==> src/rtl/sclk_burst_ctrl.sv <==
// sclk_burst_ctrl: sequencer for the 8-bit sclk prescaler.
//
// This block takes a burst command made of a divider value and a period count.
// It loads the divider into the prescaler, enables the prescaler, and counts
// completed sclk periods on the falling-edge strobe. It then disables the
// prescaler and pulses o_done. If i_abort is seen first, it pulses o_aborted.
//
// Ports
//   i_sysclk, i_sysrst   clock, synchronous active-low reset
//   i_start, i_div, i_len  burst request; accepted only while o_ready=1
//   i_abort              terminate the burst in progress (LOAD or RUN)
//   i_ps_sclk_rise/fall  prescaler edge strobes
//   o_ps_en, o_ps_ld, o_ps_ld_data  prescaler controls (sole driver)
//   o_ready, o_busy      IDLE / (LOAD or RUN) status
//   o_done, o_aborted    one-cycle completion pulses
//   o_period_cnt         completed periods of the current or last burst
//
// Optional feature macro: SCLK_BURST_CTRL_EDGE_CHK_EN
//   Defining it adds the input i_err_clr and the output o_err. o_err is a
//   sticky flag for malformed strobe sequences. It never affects the FSM.

module sclk_burst_ctrl #(
    parameter int unsigned DIV_W = 8,
    parameter int unsigned LEN_W = 16
) (
    input  logic             i_sysclk,
    input  logic             i_sysrst,
    input  logic             i_start,
    input  logic [DIV_W-1:0] i_div,
    input  logic [LEN_W-1:0] i_len,
    input  logic             i_abort,
    input  logic             i_ps_sclk_rise,
    input  logic             i_ps_sclk_fall,
`ifdef SCLK_BURST_CTRL_EDGE_CHK_EN
    input  logic             i_err_clr,
    output logic             o_err,
`endif
    output logic             o_ps_en,
    output logic             o_ps_ld,
    output logic [DIV_W-1:0] o_ps_ld_data,
    output logic             o_ready,
    output logic             o_busy,
    output logic             o_done,
    output logic             o_aborted,
    output logic [LEN_W-1:0] o_period_cnt
);

    typedef enum logic [2:0] {StIdle, StLoad, StRun, StDone, StAbort} state_e;

    state_e             state_q, state_d;
    logic [LEN_W-1:0]   len_q, len_d;
    logic [LEN_W-1:0]   cnt_q, cnt_d;
    logic [DIV_W-1:0]   ld_data_q, ld_data_d;
    logic               en_q, en_d;
    logic               ld_q, ld_d;
    logic               ready_q, ready_d;
    logic               busy_q, busy_d;
    logic               done_q, done_d;
    logic               aborted_q, aborted_d;

    always_comb begin
        state_d   = state_q;
        len_d     = len_q;
        cnt_d     = cnt_q;
        ld_data_d = ld_data_q;
        unique case (state_q)
            StIdle: begin
                if (i_start) begin
                    ld_data_d = i_div;
                    len_d     = i_len;
                    cnt_d     = '0;
                    // A zero-length burst completes without enabling the prescaler.
                    state_d   = (i_len != '0) ? StLoad : StDone;
                end
            end
            StLoad: begin
                state_d = i_abort ? StAbort : StRun;
            end
            StRun: begin
                // Abort takes priority over the final fall, so that fall is not counted.
                if (i_abort) begin
                    state_d = StAbort;
                end else if (i_ps_sclk_fall) begin
                    cnt_d = cnt_q + LEN_W'(1);
                    if (cnt_q == len_q - LEN_W'(1)) begin
                        state_d = StDone;
                    end
                end
            end
            StDone:  state_d = StIdle;
            StAbort: state_d = StIdle;
            default: state_d = StIdle;
        endcase

        // The outputs are registered decodes of the next state.
        en_d      = (state_d == StRun);
        ld_d      = (state_d == StLoad);
        ready_d   = (state_d == StIdle);
        busy_d    = (state_d == StLoad) || (state_d == StRun);
        done_d    = (state_d == StDone);
        aborted_d = (state_d == StAbort);
    end

    always_ff @(posedge i_sysclk) begin
        if (!i_sysrst) begin
            state_q   <= StIdle;
            len_q     <= '0;
            cnt_q     <= '0;
            ld_data_q <= '0;
            en_q      <= 1'b0;
            ld_q      <= 1'b0;
            ready_q   <= 1'b1;
            busy_q    <= 1'b0;
            done_q    <= 1'b0;
            aborted_q <= 1'b0;
        end else begin
            state_q   <= state_d;
            len_q     <= len_d;
            cnt_q     <= cnt_d;
            ld_data_q <= ld_data_d;
            en_q      <= en_d;
            ld_q      <= ld_d;
            ready_q   <= ready_d;
            busy_q    <= busy_d;
            done_q    <= done_d;
            aborted_q <= aborted_d;
        end
    end

    assign o_ps_en      = en_q;
    assign o_ps_ld      = ld_q;
    assign o_ps_ld_data = ld_data_q;
    assign o_ready      = ready_q;
    assign o_busy       = busy_q;
    assign o_done       = done_q;
    assign o_aborted    = aborted_q;
    assign o_period_cnt = cnt_q;

`ifdef SCLK_BURST_CTRL_EDGE_CHK_EN
    logic err_q, err_d;
    logic last_fall_q, last_fall_d;
    logic err_set;

    always_comb begin
        // Error sources: rise and fall together, two falls with no rise between
        // them, or any strobe while the prescaler is disabled.
        err_set = (i_ps_sclk_rise && i_ps_sclk_fall) ||
                  (i_ps_sclk_fall && last_fall_q) ||
                  ((i_ps_sclk_rise || i_ps_sclk_fall) && !en_q);
        last_fall_d = last_fall_q;
        if (i_ps_sclk_rise) last_fall_d = 1'b0;
        if (i_ps_sclk_fall) last_fall_d = 1'b1;
        err_d = err_q;
        if (i_err_clr) err_d = 1'b0;
        if (err_set)   err_d = 1'b1;
    end

    always_ff @(posedge i_sysclk) begin
        if (!i_sysrst) begin
            err_q       <= 1'b0;
            last_fall_q <= 1'b0;
        end else begin
            err_q       <= err_d;
            last_fall_q <= last_fall_d;
        end
    end

    assign o_err = err_q;
`else
    logic unused_rise;
    assign unused_rise = i_ps_sclk_rise;
`endif

endmodule

==> config.mk <==
export PLATFORM = sky130hd
export DESIGN_NAME = sclk_burst_ctrl
export DESIGN_NICKNAME = d
export VERILOG_FILES = /design/src/rtl/sclk_burst_ctrl.sv
export SDC_FILE = /design/constraint.sdc
export NUM_CORES = 1
export LEC_CHECK = 0
export CAP_MARGIN = 0
export CORE_MARGIN = 2
export CORE_UTILIZATION = 45
export DETAILED_ROUTE_END_ITERATION = 10
export PLACE_DENSITY_LB_ADDON = 0.08
export SYNTH_ARGS = -nofsm -noshare
export SYNTH_HDL_FRONTEND = slang
export SYNTH_SLANG_ARGS = --single-unit
==> constraint.sdc <==
create_clock -name i_sysclk -period 2.1 [get_ports i_sysclk]
set_input_delay 0.525 -clock i_sysclk [delete_from_list [all_inputs] [get_ports i_sysclk]]
set_output_delay 0.525 -clock i_sysclk [all_outputs]
set_load 0.02 [all_outputs]
==> impl_results.md, run 1 <==
* Routed WL at approximately 6.2 mm
* CTS Buffer Depth at 2
* Count of pins over their slew limit at 0
* Largest net degree at the start of global routing at 29
* Largest voltage drop on the vdd net at 0.394 mV
* Clock buffers created by TritonCTS at 5
* Hold WC Path Type: flop to flop
* EDFF count, synth at 0
* Routability-driven placement congestion ratio at 0.833
* Total DRC errors in the routed layout at 0
* Final critical-path required period at 2.01 ns
* DRT Pass-1 Iters at 4
* Kind of launch point of the worst setup path: flop
* Number of nets with antenna violations after detailed routing at 0
* Number of gates resized after cts at 0
* Async set-reset flop share out of synthesis at 0%
* Post-cts hold buffer count at 0
* Final hold violations at 0
* Chip height at 79.8 um
* Slowest stage delay, CP at 0.67 ns
* DPL Wire Length at 4.65 mm
* Post-Syn Area per Cell at 8.31 um2
* Global-route wire length before repair at about 11 mm
* Highest net fanout along the worst path at 10
* Sequential area share after synthesis at 37.9%
* Num ports at 60
* Overall overflow remaining after global route at 0
* Source-to-sink clock delay at the later pin of the worst-skew pair at around 0.32 ns
* Family with the most delay on the worst path: buffers and inverters
* Layout cells sized above 1 at 15.3%
* Worst Path Arrival at 1.49 ns
* Worst Path Class, Setup: flop to output port
* Global-route usage over all layers at 21.0%
* Std cell rows at 27
* Number of maximum-capacitance violations at 0
* Prevailing post-synth register cell: sky130_fd_sc_hd__dfxtp_1
* Run status: complete, no violations
* Overall die width at 79.8 um
* Cells after Synth at between 300 and 400
* Slew at the pin with the worst max-slew slack at 0.548 ns
* Initial antenna violation count at 0
* Placed instance area at ~3400 um2
* Number of warning messages in the yosys log at 0
* Overall die area at about 6400 um2
* H-Tree Level Count at 2
* CTS root buf: sky130_fd_sc_hd__clkbuf_8
* Power density of the placed cells at 641 nW/um2
* Cell type of the slowest stage on the worst timing path: sky130_fd_sc_hd__clkdlybuf4s50_1
* Post-DR wirelength/cell at 13.5 um
* Clock skew at approximately 0.013 ns
* Standby leakage power at 1.39 nW
* Slew Limit Headroom at 62.5%
* Sum Neg Setup Slack at 0 ns
* Critical Path RT at 1.57 ns
* Final net count at 422
* Vias per Instance at approximately 5.2
* CTS tree: built
* Final non-filler cell area at about 3600 um2
* Clock transition at the registers of the reported paths at 0.10 ns
* F_max at 497 MHz
* Clk sink count at 49
* Cell-by-cell trace of the critical path: clkdlybuf4s50_1
* Total standard cell area after synthesis at roughly 2600 um2
* Number of DRC markers after the initial detailed-route iteration at about 110
* Vias in the first global route at 2,315
* Kind of end point of the critical path: output port
* Total power after layout at 2.33 mW
* Port Buffers at 58
* Number of setup violations in the final report at 0
* Initial standard-cell utilization of the core at 46.7%
* Nets in the synthesized netlist at 343
* Tcrit/Tclk final at 95.8%
* Core area at approximately 5500 um2
* Flop2flop setup slack at 0.12 ns
* Register bit count reported by yosys at 49
* Setup repair bufs after CTS at 0
* Util after Layout at 65.5%
* Number of antenna cells inserted at 0
* Routed via count at 2,412
* Layout-stage area growth over the synthesis result at 40.3%
* Number of library cell types mapped by synthesis at 52
* Number of buffers and inverters on the critical path at 1
[cell type report]
cell class                      count  area (um2)
Sequential cell                    49         983
Clock buffer                        5        68.8
Timing Repair Buffer               89         838
Clock inverter                      3        68.8
Multi-Input combinational cell    241        1560
Inverter                            4        15.0
Tap cell                           72        90.1
Fill cell                         478        1910
[layer usage]
metal / GRT usage [%] / vias up / share of wire (%)
met1: 28.6 / 1122 / 49
met5: 0 / - / 0
met3: 4.64 / 9 / 4.3
met4: 6.44 / 0 / 1.5
li1: - / 1231 / -
met2: 33.3 / 50 / 46
[cells by family after synthesis]
family / count (synthesis) / share of synthesized area, %
flip-flops: 49 / 37.9
adder cells (fa/ha/maj): 2 / 0.968
AO/OA/AOI/OAI: 55 / 15.4
XOR/XNOR: 33 / 11.2
multiplexers: 1 / 0.387
buffers and inverters: 21 / 3.63
AND/OR/NAND/NOR: 150 / 30.5
[cell usage after synthesis (all sizes together) (8+ instances only)]
cell,n,share of area (%)
nor2,26,3.8
nand2,64,9.4
a21boi,26,7.6
clkbuf,10,1.5
xnor2,12,4.1
nand3,10,1.9
nor4,8,3.3
xor2,21,7.1
dfxtp,49,38
[layout by cell type, fill, tap and decap left out, drive strengths merged, types with 4 or more instances in the layout]
| cell type | instances |
|---|---|
| a21boi | 26 |
| nor2 | 26 |
| nor4b | 4 |
| and3 | 6 |
| clkbuf | 5 |
| clkdlybuf4s50 | 58 |
| nor2b | 6 |
| xor2 | 21 |
| nand2 | 64 |
| inv | 5 |
| dfxtp | 49 |
| nor4 | 8 |
| o21ai | 7 |
| xnor2 | 12 |
| nand4 | 7 |
| nand3 | 10 |
| buf | 31 |
| a21oi | 7 |
[worst paths after layout]
check | depth (start not counted) | endpoint | start
setup / recovery | 1 | o_period_cnt[5] | o_period_cnt[5]$_SDFFE_PN0P_
setup reg to reg | 6 | o_done$_SDFF_PN0_ | len_q[0]$_SDFFE_PN0P_
hold / removal | 2 | o_ps_ld_data[4]$_SDFFE_PN0P_ | o_ps_ld_data[4]$_SDFFE_PN0P_
hold reg to reg | 2 | o_ps_ld_data[4]$_SDFFE_PN0P_ | o_ps_ld_data[4]$_SDFFE_PN0P_
[stage by stage]
| stage | cells | setup slack (ns) | hold slack [ns] |
|---|---|---|---|
| final | 463 | 0.0883 | 0.472 |
| after global routing | 463 | -0.0332 | 0.498 |
| after CTS | 463 | 0.0145 | 0.478 |
| after detailed placement | 455 | -0.286 | 0.462 |
| after global placement | 455 | -0.295 | 0.449 |
| after floorplan | 311 | 0.118 | 0.455 |
[tightest hold or removal path, cell delays in order, from the launching register on]
cell                       delay (ns)
sky130_fd_sc_hd__dfxtp_1         0.32
sky130_fd_sc_hd__nand2_1         0.05
sky130_fd_sc_hd__a21boi_0        0.06
[report_power, final]
group,internal [mW],leakage (nW),total [mW],switching (mW)
logic,0.257,0.918,0.499,0.242
registers,0.970,0.400,1.01,0.0395
clock network,0.479,0.0687,0.818,0.338
[registers in the layout, summed over array words and instances (netlist names)]
signal	count
o_busy	1
o_ps_en	1
o_ps_ld	1
state_q	3
o_ps_ld_data	8
o_period_cnt	16
o_ready	1
o_aborted	1
o_done	1
len_q	16
(Power assumes the default switching activity.)
==> run 2, diff against run 1 <==
CORE_UTILIZATION = 50   (was 45)
clock period = 2.3 ns   (was 2.1 ns; I/O delays follow)
==> run 2 against run 1 <==
Sequential power down 8%; die area down 9.5%; largest power group unchanged; combinational power down 22%; first-iteration DRC count up 24%.
==> impl_results.md, run 2 (same netlist as run 1, synthesis figures left out) <==
* Highest net fanout along the worst path at 8 (was 10)
* Vias per Instance at 5.24 (was 5.21)
* Util after Layout at 67.9% (was 65.5%)
* Power density of the placed cells at 568 nW/um2 (was 641 nW/um2)
* Overall die area at 5760 um2 (was 6370 um2)
* Slew at the pin with the worst max-slew slack at 0.519 ns (was 0.548 ns)
* Standby leakage power at 1.27 nW (was 1.39 nW)
* Post-cts hold buffer count at 0 (unchanged)
* Source-to-sink clock delay at the later pin of the worst-skew pair at 0.30 ns (was 0.32 ns)
* Num ports at 60 (unchanged)
* Cell-by-cell trace of the critical path: inv_1 > ha_1 > nor4b_2 > nand3_1 > o21ai_0 > nor4b_2 > and4_1 > o21bai_1 (was clkdlybuf4s50_1)
* Global-route usage over all layers at 20.9% (was 21.0%)
* Cell type of the slowest stage on the worst timing path: sky130_fd_sc_hd__nor4b_2 (was sky130_fd_sc_hd__clkdlybuf4s50_1)
* Run status: complete, no violations (unchanged)
* H-Tree Level Count at 2 (unchanged)
* Std cell rows at 26 (was 27)
* Fill cells at 440 (was 478)
* Port Buffers at 58 (unchanged)
* Largest net degree at the start of global routing at 29 (unchanged)
* Area of the multi-input gates at 1520 um2 (was 1560 um2)
* F_max at 477 MHz
* Kind of end point of the critical path: flop (was output port)
* Initial standard-cell utilization of the core at 51.3% (was 46.7%)
* Number of gates resized after cts at 0 (unchanged)
* Final net count at 407 (was 422)
* Hold WC Path Type: flop to flop (unchanged)
* Depth of the critical timing path with buffers and inverters included at 8 (was 1)
* Number of buffers and inverters on the critical path at 1 (unchanged)
* Family with the most delay on the worst path: simple AND/OR/NAND/NOR gates (was buffers and inverters)
* Kind of launch point of the worst setup path: flop (unchanged)
* Number of maximum-capacitance violations at 0 (unchanged)
* Final critical-path required period at ~2.1 ns
* CTS root buf: sky130_fd_sc_hd__clkbuf_8 (unchanged)
* Number of nets with antenna violations after detailed routing at 0 (unchanged)
* Chip height at 75.9 um (was 79.8 um)
* Count of pins over their slew limit at 0 (unchanged)
* Number of setup violations in the final report at 0 (unchanged)
* Routed WL at 5.84 mm (was 6.25 mm)
* CTS Buffer Depth at 2 (unchanged)
* Most Frequent Cell on Critical Path: sky130_fd_sc_hd__nor4b_2
* DPL Wire Length at 4.42 mm (was 4.65 mm)
* Routed via count at 2,336 (was 2,412)
* Vias in the first global route at 2,202 (was 2,315)
* Core area at 5040 um2 (was 5540 um2)
* Reg area at 981 um2 (was 983 um2)
* Layout-stage area growth over the synthesis result at 32.4% (was 40.3%)
* Overall die width at 75.9 um (was 79.8 um)
* Tcrit/Tclk final at between 90% and 100%
* Post-DR wirelength/cell at 13.1 um (was 13.5 um)
* Routability-driven placement congestion ratio at 0.791 (was 0.833)
* Initial antenna violation count at 0 (unchanged)
* Path depth of the worst reg2reg path at 8 (was 6)
* Critical Path RT at 2.50 ns (was 1.57 ns)
* Total power after layout at 1.94 mW (was 2.33 mW)
* Clock transition at the registers of the reported paths at 0.10 ns (about the same)
* Slew Limit Headroom at 64.5% (was 62.5%)
* Most common library cell in the layout ignoring fill and taps: sky130_fd_sc_hd__nand2_1 (unchanged)
* Clock skew at 0.00670 ns (was 0.0127 ns)
* Leading cell types in the layout, fill and taps excluded: 63 x sky130_fd_sc_hd__nand2_1, 58 x sky130_fd_sc_hd__clkdlybuf4s50_1, 49 x sky130_fd_sc_hd__dfxtp_1 (was 63 x sky130_fd_sc_hd__nand2_1, 58 x sky130_fd_sc_hd__clkdlybuf4s50_1, 47 x sky130_fd_sc_hd__dfxtp_1)
* Largest voltage drop on the vdd net at 0.413 mV (was 0.394 mV)
* DRT Pass-1 Iters at 4 (unchanged)
* Layout cells sized above 1 at 10.1% (was 15.3%)
* Clk sink count at 49 (unchanged)
* CTS tree: built (unchanged)
* Total DRC errors in the routed layout at 0 (unchanged)
* Unrepaired setup endpoints after global routing: no
* Global-route wire length before repair at 9.89 mm (was 10.6 mm)
* Setup repair bufs after CTS at 0 (unchanged)
* Overall overflow remaining after global route at 0 (unchanged)
* Worst Path Arrival at 2.29 ns (was 1.49 ns)
* Worst Path Class, Setup: flop to flop (was flop to output port)
* Number of DRC markers after the initial detailed-route iteration at 140 (was 113)
* Clock buffers created by TritonCTS at 5 (unchanged)
* Final hold violations at 0 (unchanged)
* Number of antenna cells inserted at 0 (unchanged)
* Slowest stage delay, CP at 0.40 ns (was 0.67 ns)
* Hold Path Cell Cnt at 2 (unchanged)
## run 2: final cells by class
class / count / share of cell area (%)
multi-input cells: 241 / 44.5
flip-flops and latches: 49 / 28.7
repair buffers: 74 / 20.5
well taps: 70 / 2.56
clock buffers: 5 / 2.01
clock inverters: 3 / 1.35
inverters: 4 / 0.439
## run 2: per-layer routing
metal | global-route usage [%] | share of wire, %
met2 | 33.9 | 46
met5 | 0 | 0
met4 | 5.45 | 0.96
met1 | 28.7 | 48
met3 | 3.93 | 5.2
## run 2: stage by stage
stage / setup slack (ns) / setup TNS, ns / hold slack, ns / area [um2] / cells
2_1_floorplan: 0.313 / 0 / 0.455 / 2580 / 311
3_3_place_gp: -0.0461 / -0.159 / 0.449 / 3300 / 438
3_5_place_dp: -0.0616 / -0.246 / 0.461 / 3300 / 438
4_1_cts: 0.192 / 0 / 0.473 / 3420 / 446
5_1_grt: 0.00854 / 0 / 0.502 / 3420 / 446
6_report: 0.204 / 0 / 0.469 / 3420 / 446
## run 2: where the power goes
part	switching, mW	total [mW]	internal, mW
Sequential	0.0423	0.927	0.885
Clock	0.299	0.624	0.326
Combinational	0.194	0.390	0.196
Total	0.535	1.94	1.41
## run 2: final timing paths
kind / startpoint / slack (ns) / to
worst max register to register: len_q[0]$_SDFFE_PN0P_ / 0.20 / o_busy$_SDFF_PN0_
worst min register to register: o_ps_ld_data[1]$_SDFFE_PN0P_ / 0.47 / o_ps_ld_data[1]$_SDFFE_PN0P_
worst max-delay path: len_q[0]$_SDFFE_PN0P_ / 0.20 / o_busy$_SDFF_PN0_
worst min-delay path: o_ps_ld_data[1]$_SDFFE_PN0P_ / 0.47 / o_ps_ld_data[1]$_SDFFE_PN0P_
## run 2: worst min-delay path: stages (launching register included)
cell	delay, ns
sky130_fd_sc_hd__dfxtp_1	0.32
sky130_fd_sc_hd__nand2_1	0.04
sky130_fd_sc_hd__a21boi_0	0.06
==> RTL edit 1: new RTL, config.mk and constraints of run 1 <==
Change the parameter `LEN_W` from 16 to 32.
--- a/src/rtl/sclk_burst_ctrl.sv
+++ b/src/rtl/sclk_burst_ctrl.sv
@@ -22,5 +22,5 @@
 module sclk_burst_ctrl #(
     parameter int unsigned DIV_W = 8,
-    parameter int unsigned LEN_W = 16
+    parameter int unsigned LEN_W = 32
 ) (
     input  logic             i_sysclk,
Interface: changed (resized i_len and o_period_cnt); port bits go from 60 to 92. The function was not compared with the original's and may differ.
==> RTL edit 1 against run 1 <==
The flow now finishes with violations (setup timing). Via count grew 100%. Worst setup slack got worse by 0.63 ns. Routed wire length rose by 130%. Final area grew 91%. First-iteration DRC count up 90%. Synthesized area increased by 77%. Utilization grew 5.2 points. Count of clock-buffer cells in the layout grew 4. Sequential cell count grew 32. Total power rose by 79%. Non-clock buffer count grew 130. Critical path type is now flop to flop. Largest cell class unchanged.
==> RTL edit 1: results (changes against run 1) <==
OUTCOME
---------------------------------------------------------------------------
Result of the run                                              finished with violations   was finished, final reports clean
Violated checks                                                setup timing

PLACE
---------------------------------------------------------------------------
Number of placed instances with taps included                           896   was 455
Setup slack after placement                                       -0.793 ns   was -0.286 ns
Final Wtd Congestion                                                  0.964   was 0.833
Number of buffers inserted by port buffering                             90   was 58
DPL Wire Length                                                   10,900 um   was 4650 um

DRT
---------------------------------------------------------------------------
Routed via count                                                      4,924   was 2,412
Initial DRT Pass Iterations                                               5   was 4

PWR
---------------------------------------------------------------------------
Maximum resistive drop on vdd                                      0.489 mV   was 0.394 mV
Internal                                                            2950 uW   was 1710 uW
Leakage power figure                                             0.00275 uW   was 0.00139 uW

GRT
---------------------------------------------------------------------------
Maximum number of pins on one net before global-route repair             31   was 29
First-pass GRT wire length                                        23,400 um   was 10,600 um
Total routing resource utilization after global routing               26.1%   was 21.0%

YOSYS
---------------------------------------------------------------------------
Net count after synthesis                                               626   was 343
Proportion of synthesized area in mux cells                          0.684%   was 0.387%
Complex-gate fraction of the synthesized area                         15.8%   was 15.4%
Synthesized-area fraction occupied by xor and xnor cells              12.1%   was 11.2%
Top area cells in the synthesized netlist                      dfxtp_1 35%, nand2_1 8.9%, a21boi_0 6.6%, xor2_1 6.3%, xnor2_1 5.7%   was dfxtp_1 38%, nand2_1 9.1%, xor2_1 7.1%, a21boi_0 7.0%, xnor2_1 4.1%
Sequential share of the synthesized area                              35.4%   was 37.9%
Adder-cell share of the synthesized area                             0.547%   was 0.968%
Most frequent cells after synthesis                            109 x nand2_1, 81 x dfxtp_1, 52 x nor2_1   was 63 x nand2_1, 49 x dfxtp_1, 26 x nor2_1

CRITICAL PATH
---------------------------------------------------------------------------
Highest net fanout along the worst path                                   6   was 10
Arrival time of data at the critical path endpoint                  2.94 ns   was 1.49 ns

STA
---------------------------------------------------------------------------
Setup Skew                                                        0.0178 ns   was 0.0127 ns
Setup tns final                                                    -2.93 ns   was 0 ns
Setup Viol. Count Final                                                   8   was 0
Slew @ Worst Pin                                                   0.461 ns   was 0.548 ns
Final Worst Setup Slack                                           -0.546 ns   was 0.0883 ns

CTS
---------------------------------------------------------------------------
Clk_lat worst skew                                                  0.37 ns   was 0.32 ns

FINAL LAYOUT
---------------------------------------------------------------------------
Fraction of layout cells with a size suffix above 1                   24.7%   was 15.3%
Fin cells                                                               915   was 463

-- RTL edit 1: cell families after synthesis --
kind of cell,Yosys count
buf+inv,39
simple gates,288
compound gates,102
flops,81
mux,3
xor+xnor,63
fa+ha+maj,2
-- RTL edit 1: path summary, 6_finish.rpt --
check / from / endpoint / cells after the start
max: len_q[18]$_SDFFE_PN0P_ / o_busy$_SDFF_PN0_ / 8
min reg2reg: o_ps_ld_data[3]$_SDFFE_PN0P_ / o_ps_ld_data[3]$_SDFFE_PN0P_ / 2
max reg2reg: len_q[18]$_SDFFE_PN0P_ / o_busy$_SDFF_PN0_ / 8
min: o_ps_ld_data[3]$_SDFFE_PN0P_ / o_ps_ld_data[3]$_SDFFE_PN0P_ / 2
-- RTL edit 1: stage by stage --
step	hold WS, ns	area (um^2)	total power (uW)
final	0.468	6940	4170
after global routing	0.505	6940	4350
after CTS	0.472	6830	4170
after detailed placement	0.459	6540	2770
after global placement	0.450	6540	2740
after floorplan	0.455	4640	2250
-- RTL edit 1: repair_timing --
| item | CTS | global route |
|---|---|---|
| buffers inserted | 3 | 3 |
| hold buffers | 0 | 0 |
| endpoints found under the setup margin | 20 | 20 |
| resized for setup | 19 | 23 |
| pin swaps | 10 | 8 |
-- RTL edit 1: area by class of cell --
cell class	instances	area [um^2]	share of cell area, %
multi-input combinational	458	2970	42.8
timing repair buffer	219	1900	27.4
sequential	81	1630	23.5
tap	133	166	2.40
clock buffer	9	124	1.79
clock inverter	6	115	1.66
inverter	9	33.8	0.487
-- RTL edit 1: worst max-delay path, cell delays in order (launching register included) --
cell and delay [ns]:
dfxtp_2 0.32, or4_4 0.58, or4_4 0.54, a211oi_2 0.18, a31oi_1 0.07, nor4_2 0.24, nand4_1 0.19, o21ai_4 0.24
mux2i_1 0.22
-- RTL edit 1: per-layer routing --
layer	vias up	GRT usage (%)	wire length (um)
met2	115	44.9	6880
met3	21	4.80	567
met1	2363	32.9	6480
met4	0	8.29	209
met5	-	0	0
li1	2425	-	-
-- RTL edit 1: power groups by stage --
| stage | logic (uW) | registers (uW) | clock network, uW |
|---|---|---|---|
| 2_1_floorplan | 539 | 1710 | 0 |
| 3_3_place_gp | 1070 | 1670 | 0 |
| 3_5_place_dp | 1090 | 1680 | 0 |
| 4_1_cts | 1100 | 1640 | 1420 |
| 5_1_grt | 1200 | 1650 | 1490 |
| 6_report | 1110 | 1640 | 1420 |
==> RTL edit 2: new RTL, flow settings as in run 1 <==
Made on the original files. Register the output `o_period_cnt` once more; this adds one clock of latency there. The other outputs are not delayed to match.
--- a/src/rtl/sclk_burst_ctrl.sv
+++ b/src/rtl/sclk_burst_ctrl.sv
@@ -135,5 +135,7 @@
     assign o_done       = done_q;
     assign o_aborted    = aborted_q;
-    assign o_period_cnt = cnt_q;
+    always_ff @(posedge i_sysclk) begin
+        o_period_cnt <= cnt_q;
+    end
 
 `ifdef SCLK_BURST_CTRL_EDGE_CHK_EN
Function: changed (Yosys sat finds a counterexample within 4 cycles, from zero or initial values and one cycle with i_sysrst low).
==> RTL edit 2 against run 1 <==
Worst setup slack got worse by 0.090 ns. Total power rose by 24%. Synthesized area rose by 12%. Sequential cell count rose by 16. Largest power group unchanged. Register-to-register slack got worse by 0.12 ns. Final area rose by 10%. Routed wire length rose by 7.7%. The run now ends with setup timing left. Die area rose by 11%.
==> RTL edit 2: results (changes against run 1) <==
CTS
-------------------------------------------------------------------------------------------------
Clock buffer count from CTS                                                                     9   was 5
Clk_lat worst skew                                                                        0.34 ns   was 0.32 ns
CTS clk-pin slew, worst paths                                                             0.08 ns   was 0.10 ns

YOSYS
-------------------------------------------------------------------------------------------------
Number of distinct library cell variants in the gate-level netlist after synthesis             50   was 52
Per-instance average area after synthesis                                               8.79 um^2   was 8.31 um^2
Adder-cell share of the synthesized area                                                   0.868%   was 0.968%
Sequential share of the synthesized area                                                    45.1%   was 37.9%

STA
-------------------------------------------------------------------------------------------------
Final Worst Setup Slack                                                               -0.00220 ns   was 0.0883 ns
Setup Viol. Count Final                                                                         1   was 0
Headroom to the max-slew limit                                                              68.9%   was 62.5%
Setup tns final                                                                       -0.00220 ns   was 0 ns

WORST HOLD PATH
-------------------------------------------------------------------------------------------------
Number of stages on the worst hold path                                                         0   was 2
End of the worst hold path                                                           o_period_cnt[15]$_DFF_P_   was o_ps_ld_data[4]$_SDFFE_PN0P_

PLACE
-------------------------------------------------------------------------------------------------
Area after detailed placement                                                           3770 um^2   was 3440 um^2
Final Wtd Congestion                                                                        0.826   was 0.833
Number of placed instances with taps included                                                 483   was 455
DPL Wire Length                                                                           5090 um   was 4650 um

DRT
-------------------------------------------------------------------------------------------------
Routed via count                                                                            2,606   was 2,412
Detailed-routed wire length on met2                                                       3200 um   was 2850 um
Wire length reported by the detailed router                                               6730 um   was 6250 um
Met1 wire length                                                                          3220 um   was 3040 um
Initial DRC Count                                                                              94   was 113
Ratio of routed vias to standard cells                                                       5.21   about the same

CRITICAL PATH
-------------------------------------------------------------------------------------------------
Reg-to-Reg End                                                                       o_busy$_SDFF_PN0_   was o_done$_SDFF_PN0_

FINAL LAYOUT
-------------------------------------------------------------------------------------------------
Layout filler cell count                                                                      563   was 478

OUTCOME
-------------------------------------------------------------------------------------------------
Result of the run                                                                    finished with violations   was finished, final reports clean
Violated checks                                                                      setup timing

GRT
-------------------------------------------------------------------------------------------------
Met1 capacity usage during global routing                                                   25.6%   was 28.6%
GR Util met2                                                                                33.1%   was 33.3%
Met3 layer usage reported by global route                                                   5.54%   was 4.64%

==> RTL edit 2: power by group through the flow <==
stage / logic, uW / clock network (uW) / registers (uW)
global route: 581 / 1130 / 1310
global placement: 512 / 0 / 1330
detailed placement: 518 / 0 / 1330
finish: 531 / 1050 / 1300
floorplan: 260 / 0 / 1360
CTS: 520 / 1080 / 1300
==> RTL edit 2: worst max-delay path, cell delays in order (launching register included) <==
cell,delay (ns)
dfxtp_2,0.34
or4_4,0.57
nor4_4,0.21
o21ai_1,0.12
a2111oi_2,0.40
and4_1,0.28
o21bai_1,0.08
==> RTL edit 2: timing repair <==
item	in CTS	in global routing
endpoints found under the setup margin	4	4
pin swaps	1	4
setup buffers	0	1
resized for setup	2	3
==> RTL edit 2: final cells by class <==
class	count	area, um^2	share of cell area [%]
clock buffers	11	141	3.54
clock inverters	5	55.1	1.38
inverters	6	22.5	0.564
multi-input cells	242	1510	37.9
flip-flops and latches	65	1300	32.6
well taps	77	96.3	2.41
repair buffers	94	863	21.6
